`src/rtl/mem_arb_pkg.sv`:
```
// ============================================================================
// mem_arb_pkg
// Shared FSM state encoding and grant constants for mem_port_arbiter.
// Revision: 1.0
// ============================================================================
`default_nettype none

package mem_arb_pkg;

  typedef enum logic [1:0] {
    IDLE  = 2'd0,
    GNT_D = 2'd1,
    GNT_I = 2'd2,
    DONE  = 2'd3
  } state_t;

  localparam logic GRANT_FETCH = 1'b0;
  localparam logic GRANT_DATA  = 1'b1;

endpackage

`default_nettype wire

```
`src/rtl/arb_pick.sv`:
```
// ============================================================================
// arb_pick
// Winner selection between fetch and data requesters.
// ARB_ROUND_ROBIN_EN: alternate on contention; otherwise data has priority.
// Revision: 1.0
// ============================================================================
`default_nettype none

module arb_pick
  import mem_arb_pkg::*;
(
  input  logic if_req,
  input  logic d_req,
  input  logic last_grant,
  output logic grant
);

`ifdef ARB_ROUND_ROBIN_EN
  always_comb begin
    grant = GRANT_FETCH;
    if (if_req && d_req) begin
      grant = ~last_grant;
    end else if (d_req) begin
      grant = GRANT_DATA;
    end
  end
`else
  logic unused_last_grant;
  assign unused_last_grant = last_grant;
  assign grant = d_req ? GRANT_DATA : GRANT_FETCH;
`endif

endmodule

`default_nettype wire

```
`src/rtl/mem_port_arbiter.sv`:
```
// ============================================================================
// mem_port_arbiter
// Shares one memory port between fetch and data requesters.
// Arbitration policy selected by ARB_ROUND_ROBIN_EN (see arb_pick).
// Revision: 1.0
// ============================================================================
`default_nettype none

module mem_port_arbiter
  import mem_arb_pkg::*;
#(
  parameter int AW = 32,
  parameter int DW = 32
) (
  input  logic          clk,
  input  logic          reset,
  input  logic          if_req,
  input  logic [AW-1:0] if_addr,
  output logic [DW-1:0] if_rdata,
  output logic          if_ack,
  input  logic          d_req,
  input  logic          d_we,
  input  logic [AW-1:0] d_addr,
  input  logic [DW-1:0] d_wdata,
  output logic [DW-1:0] d_rdata,
  output logic          d_ack,
  output logic          mem_req,
  output logic          mem_we,
  output logic [AW-1:0] mem_addr,
  output logic [DW-1:0] mem_wdata,
  input  logic [DW-1:0] mem_rdata,
  input  logic          mem_ready,
  output logic          stall_f,
  output logic          stall_m
);

  state_t        state;
  state_t        state_nxt;
  logic          last_grant;
  logic          grant;
  logic          start;
  logic [AW-1:0] addr_q;
  logic [DW-1:0] wdata_q;
  logic          we_q;

  arb_pick u_pick (
    .if_req     (if_req),
    .d_req      (d_req),
    .last_grant (last_grant),
    .grant      (grant)
  );

  assign start = (state == IDLE) && (if_req || d_req);

  always_ff @(posedge clk or posedge reset) begin
    if (reset) begin
      state <= IDLE;
    end else begin
      state <= state_nxt;
    end
  end

  always_comb begin
    state_nxt = state;
    case (state)
      IDLE:    if (start) state_nxt = (grant == GRANT_DATA) ? GNT_D : GNT_I;
      GNT_D,
      GNT_I:   if (mem_ready) state_nxt = DONE;
      DONE:    state_nxt = IDLE;
      default: state_nxt = IDLE;
    endcase
  end

  // Outputs decode straight from state so an async reset removes them at once.
  assign mem_req   = (state == GNT_D) || (state == GNT_I);
  assign mem_we    = (state == GNT_D) && we_q;
  assign mem_addr  = addr_q;
  assign mem_wdata = wdata_q;
  assign if_ack    = (state == DONE) && (last_grant == GRANT_FETCH);
  assign d_ack     = (state == DONE) && (last_grant == GRANT_DATA);
  assign stall_f   = if_req && !if_ack;
  assign stall_m   = d_req && !d_ack;

  always_ff @(posedge clk or posedge reset) begin
    if (reset) begin
      last_grant <= GRANT_FETCH;
      addr_q     <= '0;
      we_q       <= 1'b0;
      wdata_q    <= '0;
      if_rdata   <= '0;
      d_rdata    <= '0;
    end else begin
      if (start) begin
        last_grant <= grant;
        if (grant == GRANT_DATA) begin
          addr_q  <= d_addr;
          we_q    <= d_we;
          wdata_q <= d_wdata;
        end else begin
          addr_q  <= if_addr;
          we_q    <= 1'b0;
        end
      end
      if (mem_ready) begin
        if (state == GNT_I) if_rdata <= mem_rdata;
        if ((state == GNT_D) && !we_q) d_rdata <= mem_rdata;
      end
    end
  end

endmodule

`default_nettype wire

```
`config.mk`:
```
export PLATFORM = sky130hd
export DESIGN_NAME = mem_port_arbiter
export DESIGN_NICKNAME = d
export VERILOG_FILES = /design/src/rtl/mem_arb_pkg.sv /design/src/rtl/arb_pick.sv /design/src/rtl/mem_port_arbiter.sv
export SDC_FILE = /design/constraint.sdc
export NUM_CORES = 1
export LEC_CHECK = 0
export ABC_AREA = 0
export BUFFER_PORTS_ARGS = -buffer_cell sky130_fd_sc_hd__buf_2
export CELL_PAD_IN_SITES_DETAIL_PLACEMENT = 1
export CELL_PAD_IN_SITES_GLOBAL_PLACEMENT = 2
export CORE_AREA = 2 2 158 129
export DETAILED_ROUTE_END_ITERATION = 7
export DIE_AREA = 0 0 160 131
export GPL_TIMING_DRIVEN = 0
export PLACE_DENSITY = 0.87
export SLEW_MARGIN = 10
export SYNTH_ARGS = -nofsm -noshare
export SYNTH_HDL_FRONTEND = slang
export SYNTH_SLANG_ARGS = --single-unit
```
`constraint.sdc`:
```
create_clock -name clk -period 5.5 [get_ports clk]
set_input_delay 1.1 -clock clk [delete_from_list [all_inputs] [get_ports clk]]
set_output_delay 1.1 -clock clk [all_outputs]
set_load 0.005 [all_outputs]
```
==> metrics.txt, run 1 <==
Die Width between 150 and 200 microns; layout cells sized above 1 61.5%; setup repair bufs after CTS 0; Sw Ratio 31.1%; flops & latches, synth between 100 and 150; routed length on met1 6300 microns; worst hold start mem_addr[2]; fin. max-slew vios 0; Hold Path End mem_addr[2]; crit-path max FO 10; post-cts hold buffer count 0; TNS Setup 0 ns; met3 wire length about 1200 microns; Crit Path Category input port to output port; Setup Skew roughly 0.01 ns; ratio of final minimum period to clock period between 50 and 60%; # fillers between 2000 and 2500; Overall Global Routing Usage 14.4%; GP Congestion about 0.73; status completed; P&R area growth vs syn 42.9%; largest cells by area after synthesis dfrtp_1 (62%), mux2_2 (20%), mux2i_1 (6.6%); grt ovf 0; WP data required 4.40 ns; Top Ports about 270; Hold WS around 0.47 ns; initial antenna violation count 0; Seq pwr share between 30% and 40%; placed cells approximately 900; Slew headroom approximately three fifths; H-tree Lvls 4; Final HPWL DP around 11000 microns; drt wl/cell approximately 16 microns; Initial Util 27.4%; Cell Area, Placed approximately 7000 sq um; simple-gate share of the synthesized area approximately 3.8%; minimum clock period after layout 2.98 ns; Leakage about 0.0039 uW; VDD IR max 0.207 mV; CTS sink count between 100 and 150; core region area 19500 sq um; Critical Path Sink Type output port; drt pass-1 iters 4; RSZ-0062 raised after global routing no; crit-path max cell delay approximately 0.23 ns; Max Root-Sink Buffers 2; post-route DRC violation count 0; Synth area leader dfrtp_1; Reg2Reg Setup Slack approximately 3.8 ns; Worst Hold Class register to register; Die Height ~130 microns; synth warn 0; XOR/XNOR Fraction of Synth Area 0%; critical path depth 5; most used cell, CP buf_2; vias in the first global route around 4400; CTS tree done; Mean Syn Cell Area 14.3 sq um; TritonCTS Buffers 17; design area around 7600 sq um; Reg2Reg Depth 5; Syn Nets 511; DRT iter0 DRCs 98; std cell rows 46; first-pass GRT wire length about 23000 microns; hold depth 2; CP arrival roughly 1.9 ns; Via Count about 4000; final hold vios 0; adder-cell share of the synthesized area under 10%; IO buf count approximately 270; Buf/Inv on CP 4; Post-Syn Instances between 300 and 400; R2R Path Start state[0]; post-route insts no fill around 940; Final setup viols 0; largest family of logic cells by synthesized area multiplexers; synth unique cells 19; largest net degree at the start of global routing 71; clk_lat worst skew ~0.42 ns; DIE AREA roughly 21000 sq um; Clk pwr share between 20% and 30%; CTS resizes 0; sequential element share of the synthesized area just over 60%; slew of the pin with the lowest slew margin a little over 0.6 ns; Worst-path clk slew ~0.060 ns; area of the mapped netlist between 5000 and 6000 sq um; Power Density 571 nW/um^2; Pint 3000 uW; vias per cell 4.31; R2R Path End mem_wdata[31]; Routed WL between 10000 and 15000 microns; Synth Area in Compound Gates under 10%; post-synthesis mux area share a little over a quarter; top-area cell type share of the netlist area around 62%; routed wl met2 7050 microns; Max Fclk about 0.34 GHz; clock root cell clkbuf_16; Worst path slowest cell buf_4; family with the most delay on the worst path buffers and inverters; nets ~800; Routed Antenna Nets 0; fin util between 30% and 40%; antenna cells 0; type of origin of the critical path input port; highest routed layer met4; max cap viols 0; worst-path cell chain buf_2, buf_6, buf_4, nor2b_1, buf_2; Combinational Power Share 35.0%; sw power around 1300 uW
## cell type report
cell class / instances / area, sq um / share of cell area, %
tap: 264 / 330 / 4.34
inverter: 3 / 16.3 / 0.214
clock buffer: 20 / 457 / 6.00
multi-input combinational: 217 / 1880 / 24.7
timing repair buffer: 268 / 1360 / 17.9
sequential: 132 / 3300 / 43.4
clock inverter: 12 / 130 / 1.71
buffer: 20 / 131 / 1.73
## state kept, by name (all words and copies together), names as in the netlist
name and cells:
we_q 1, last_grant 1, mem_wdata 32, if_rdata 32, mem_addr 32, d_rdata 32
state 2
## worst reg2reg max path: stages (launching register included)
cell	delay (ns)
dfrtp_1	0.37
inv_1	0.10
ha_1	0.28
nand2_1	0.21
buf_2	0.30
mux2_2	0.38
## logic make-up (layout without fill, tap and decap cells)
logic type	Yosys count	in the layout
fa+ha+maj	5	5
flops	132	132
mux	131	131
simple gates	45	45
buf+inv	23	323
compound gates	36	36
## per-layer routing
| layer | GRT usage [%] | vias up |
|---|---|---|
| met5 | 0 | - |
| met4 | 5.35 | 0 |
| met3 | 6.00 | 17 |
| met2 | 23.4 | 146 |
| met1 | 17.4 | 1997 |
| li1 | - | 1875 |
## cells in the mapped netlist
library cell	n
ha_1	5
mux2_1	2
inv_1	3
o21ai_1	3
clkbuf_1	2
a32o_1	1
mux2_2	94
o21ai_0	31
and2_1	2
nand3b_4	1
mux2i_1	35
nand2_1	37
nor2_1	1
a21oi_1	1
nor2b_1	4
buf_6	3
buf_4	6
buf_2	9
dfrtp_1	132
## cells in the final DEF (no fill, tap or decap), types with 3 or more instances in the layout
| cell | count |
|---|---|
| buf_2 | 276 |
| dfrtp_1 | 132 |
| mux2_2 | 94 |
| nand2_1 | 37 |
| mux2i_1 | 35 |
| o21ai_0 | 31 |
| clkbuf_16 | 17 |
| buf_4 | 6 |
| ha_1 | 5 |
| nor2b_1 | 4 |
| clkinv_2 | 4 |
| o21ai_1 | 3 |
| buf_6 | 3 |
| clkbuf_1 | 3 |
| clkinv_4 | 3 |
## worst max-delay path by stage
stage | slack (ns) | start | end
CTS | 2.50 | d_req | stall_m
global placement | -0.78 | reset | if_rdata[21]
detailed placement | 2.50 | d_req | stall_m
global route | 2.43 | d_req | stall_m
finish | 2.52 | d_req | stall_m
floorplan | 0.87 | reset | d_rdata[0]
## power by group through the flow
stage          Clock, uW  Combinational [uW]  Sequential, uW
4_1_cts             1160                1570            1710
3_5_place_dp           0                1560            1720
2_1_floorplan          0                 734            1750
5_1_grt             1200                1690            1770
6_report            1120                1520            1700
3_3_place_gp           0                1520            1690
## metrics by stage
step / worst slack, ns / total power (uW)
6_report: 2.52 / 4340
5_1_grt: 2.43 / 4670
4_1_cts: 2.50 / 4430
3_5_place_dp: 2.50 / 3280
3_3_place_gp: -0.780 / 3210
2_1_floorplan: 0.874 / 2490
Power figures use the tool's default switching activity.
==> run 2: changes to the inputs <==
clock period = 2.75 ns   (was 5.5 ns; I/O delays follow)
==> run 2 against run 1 <==
- utilization up 0.17 points
- clock-buffer cell count unchanged
- critical endpoint is now mem_we
- non-clock buffer count up 2
- clock skew down 0.0025 ns
- global-route usage down 0.30 points
- largest power group unchanged
- combinational power up 100%
- sequential power up 100%
- register-to-register slack worse by 2.8 ns
- critical path depth down 1
==> metrics.txt, run 2 (synthesis gave the netlist of run 1 again) <==
Top Ports 268 (unchanged); Crit Path Category register to output port; fin util 39.3% (+0.17 points); Reg2Reg Depth 5 (unchanged); TritonCTS Buffers 17 (unchanged); status completed; most frequent cells in the layout buf_2 (276), dfrtp_1 (132), mux2_2 (94), nand2_1 (37), mux2i_1 (35); VDD IR max 0.397 mV (+92%); std cell rows 46 (unchanged); R2R Path Start state[0]; final hold vios 0 (unchanged); design area 7640 sq um (+0.43%); RSZ-0062 raised after global routing no; Worst Hold Class input port to async pin; CTS sink count 132 (unchanged); Setup Skew 0.00760 ns (-0.00251 ns); grt ovf 0 (unchanged); vias per cell 4.25 (-1.4%); GP Congestion 0.721 (-1.7%); Reg2Reg Setup Slack 0.97 ns (-2.78 ns); GR Layer Usage met1 16.9% (-0.41 points); nets 800 (+0.25%); placed cells 906 (+0.22%); CTS tree done; Critical Path Sink Type output port; CTS resizes 0 (unchanged); Leakage 0.00391 uW (+0.38%); Max Root-Sink Buffers 2 (unchanged); first-pass GRT wire length 23000 microns (-0.63%); P&R area growth vs syn 43.5%; R2R Path End mem_wdata[4]; Power Density 1140 nW/um^2 (+99%); Routed WL 14900 microns (+0.84%); met2 usage 24.1% (+0.69 points); Overall Global Routing Usage 14.1% (-0.30 points); Via Count 3989 (-1.1%); DIE AREA 21000 sq um (unchanged); core region area 19500 sq um (unchanged); clock root cell clkbuf_16; vias in the first global route 4337 (-0.46%); Cell Area, Placed 7060 sq um (+0.45%); drt wl/cell 15.8 microns (+0.63%); WP data required 2.20 ns (-2.20 ns); most crowded layer after global routing met2; routing usage on met3 5.08% (-0.92 points); max cap viols 0 (unchanged); Die Width 160 microns (unchanged); layout cells sized above 1 61.6% (+0.11 points); post-route DRC violation count 0 (unchanged); # fillers 2190 (-0.32%); crit-path max FO 4 (-6); Routed Antenna Nets 0 (unchanged); H-tree Lvls 4 (unchanged); Worst-path clk slew 0.06 ns (about the same); most common cell after layout, fill and taps aside buf_2; post-route insts no fill 938 (+0.21%); post-cts hold buffer count 0 (unchanged); minimum clock period after layout roughly 2.0 ns; setup repair bufs after CTS 0 (unchanged); antenna cells 0 (unchanged); fin. max-slew vios 0 (unchanged); CP arrival 1.43 ns (-0.45 ns); DRT iter0 DRCs 86 (-12%); Slew headroom 47.1% (-13 points); Initial Util 27.4% (unchanged); slew of the pin with the lowest slew margin 0.791 ns (+0.187 ns); type of origin of the critical path register; Max Fclk between 0.5 and 0.6 GHz; ratio of final minimum period to clock period 72.0%; IO buf count 267 (unchanged); Final setup viols 0 (unchanged); Final HPWL DP 11600 microns (+3.1%); initial antenna violation count 0 (unchanged); largest net degree at the start of global routing 39 (-45%); clk_lat worst skew 0.41 ns (about the same); Die Height 131 microns (unchanged); drt pass-1 iters 4 (unchanged)
-- run 2: cell count changes in the layout (fill, tap and decap cells not counted), sizes merged --
cell / change
buf: +2
clkinv: +2
inv: -2
-- run 2: final cells by class --
| type | count | area (sq um) | share of cell area, % |
|---|---|---|---|
| clock inverter | 12 | 131 | 1.72 |
| tap | 264 | 330 | 4.32 |
| multi-input combinational | 217 | 1880 | 24.6 |
| timing repair buffer | 270 | 1400 | 18.3 |
| sequential | 132 | 3300 | 43.2 |
| buffer | 20 | 131 | 1.72 |
| inverter | 3 | 15.0 | 0.196 |
| clock buffer | 20 | 457 | 5.97 |
-- run 2: routing by layer --
metal,part of all wire [%],wire (microns)
met1,42,6280
met2,50,7450
met3,6.8,1000
met4,0.86,128
met5,0,0
-- run 2: how the worst max path moves through the flow --
stage | start | end | slack, ns | cells after the start
4_1_cts | state[1] | mem_we | 0.72 | 4
2_1_floorplan | reset | d_rdata[0] | 0.56 | 1
5_1_grt | state[1] | mem_we | 0.66 | 4
3_5_place_dp | d_req | stall_m | 0.84 | 5
3_3_place_gp | reset | d_rdata[26] | -0.38 | 2
6_report | state[1] | mem_we | 0.77 | 4
-- run 2: critical path, cell delays in order (launching register included) --
cell	delay [ns]
dfrtp_1	0.39
inv_1	0.12
ha_1	0.24
and2_1	0.14
buf_2	0.13
-- run 2: metrics by stage --
| stage | setup WS, ns | setup TNS (ns) | hold WS, ns | power (uW) |
|---|---|---|---|---|
| 2_1_floorplan | 0.563 | 0 | 0.461 | 4980 |
| 5_1_grt | 0.662 | 0 | 0.327 | 9320 |
| 6_report | 0.769 | 0 | 0.280 | 8690 |
| 3_3_place_gp | -0.380 | -48.15 | 0.459 | 6420 |
| 3_5_place_dp | 0.836 | 0 | 0.466 | 6580 |
| 4_1_cts | 0.722 | 0 | 0.291 | 8880 |
-- run 2: report_power, final --
part / total, uW / internal, uW / switching (uW)
sequential: 3400 / 2940 / 464
combinational: 3050 / 1680 / 1370
clock: 2240 / 1380 / 855
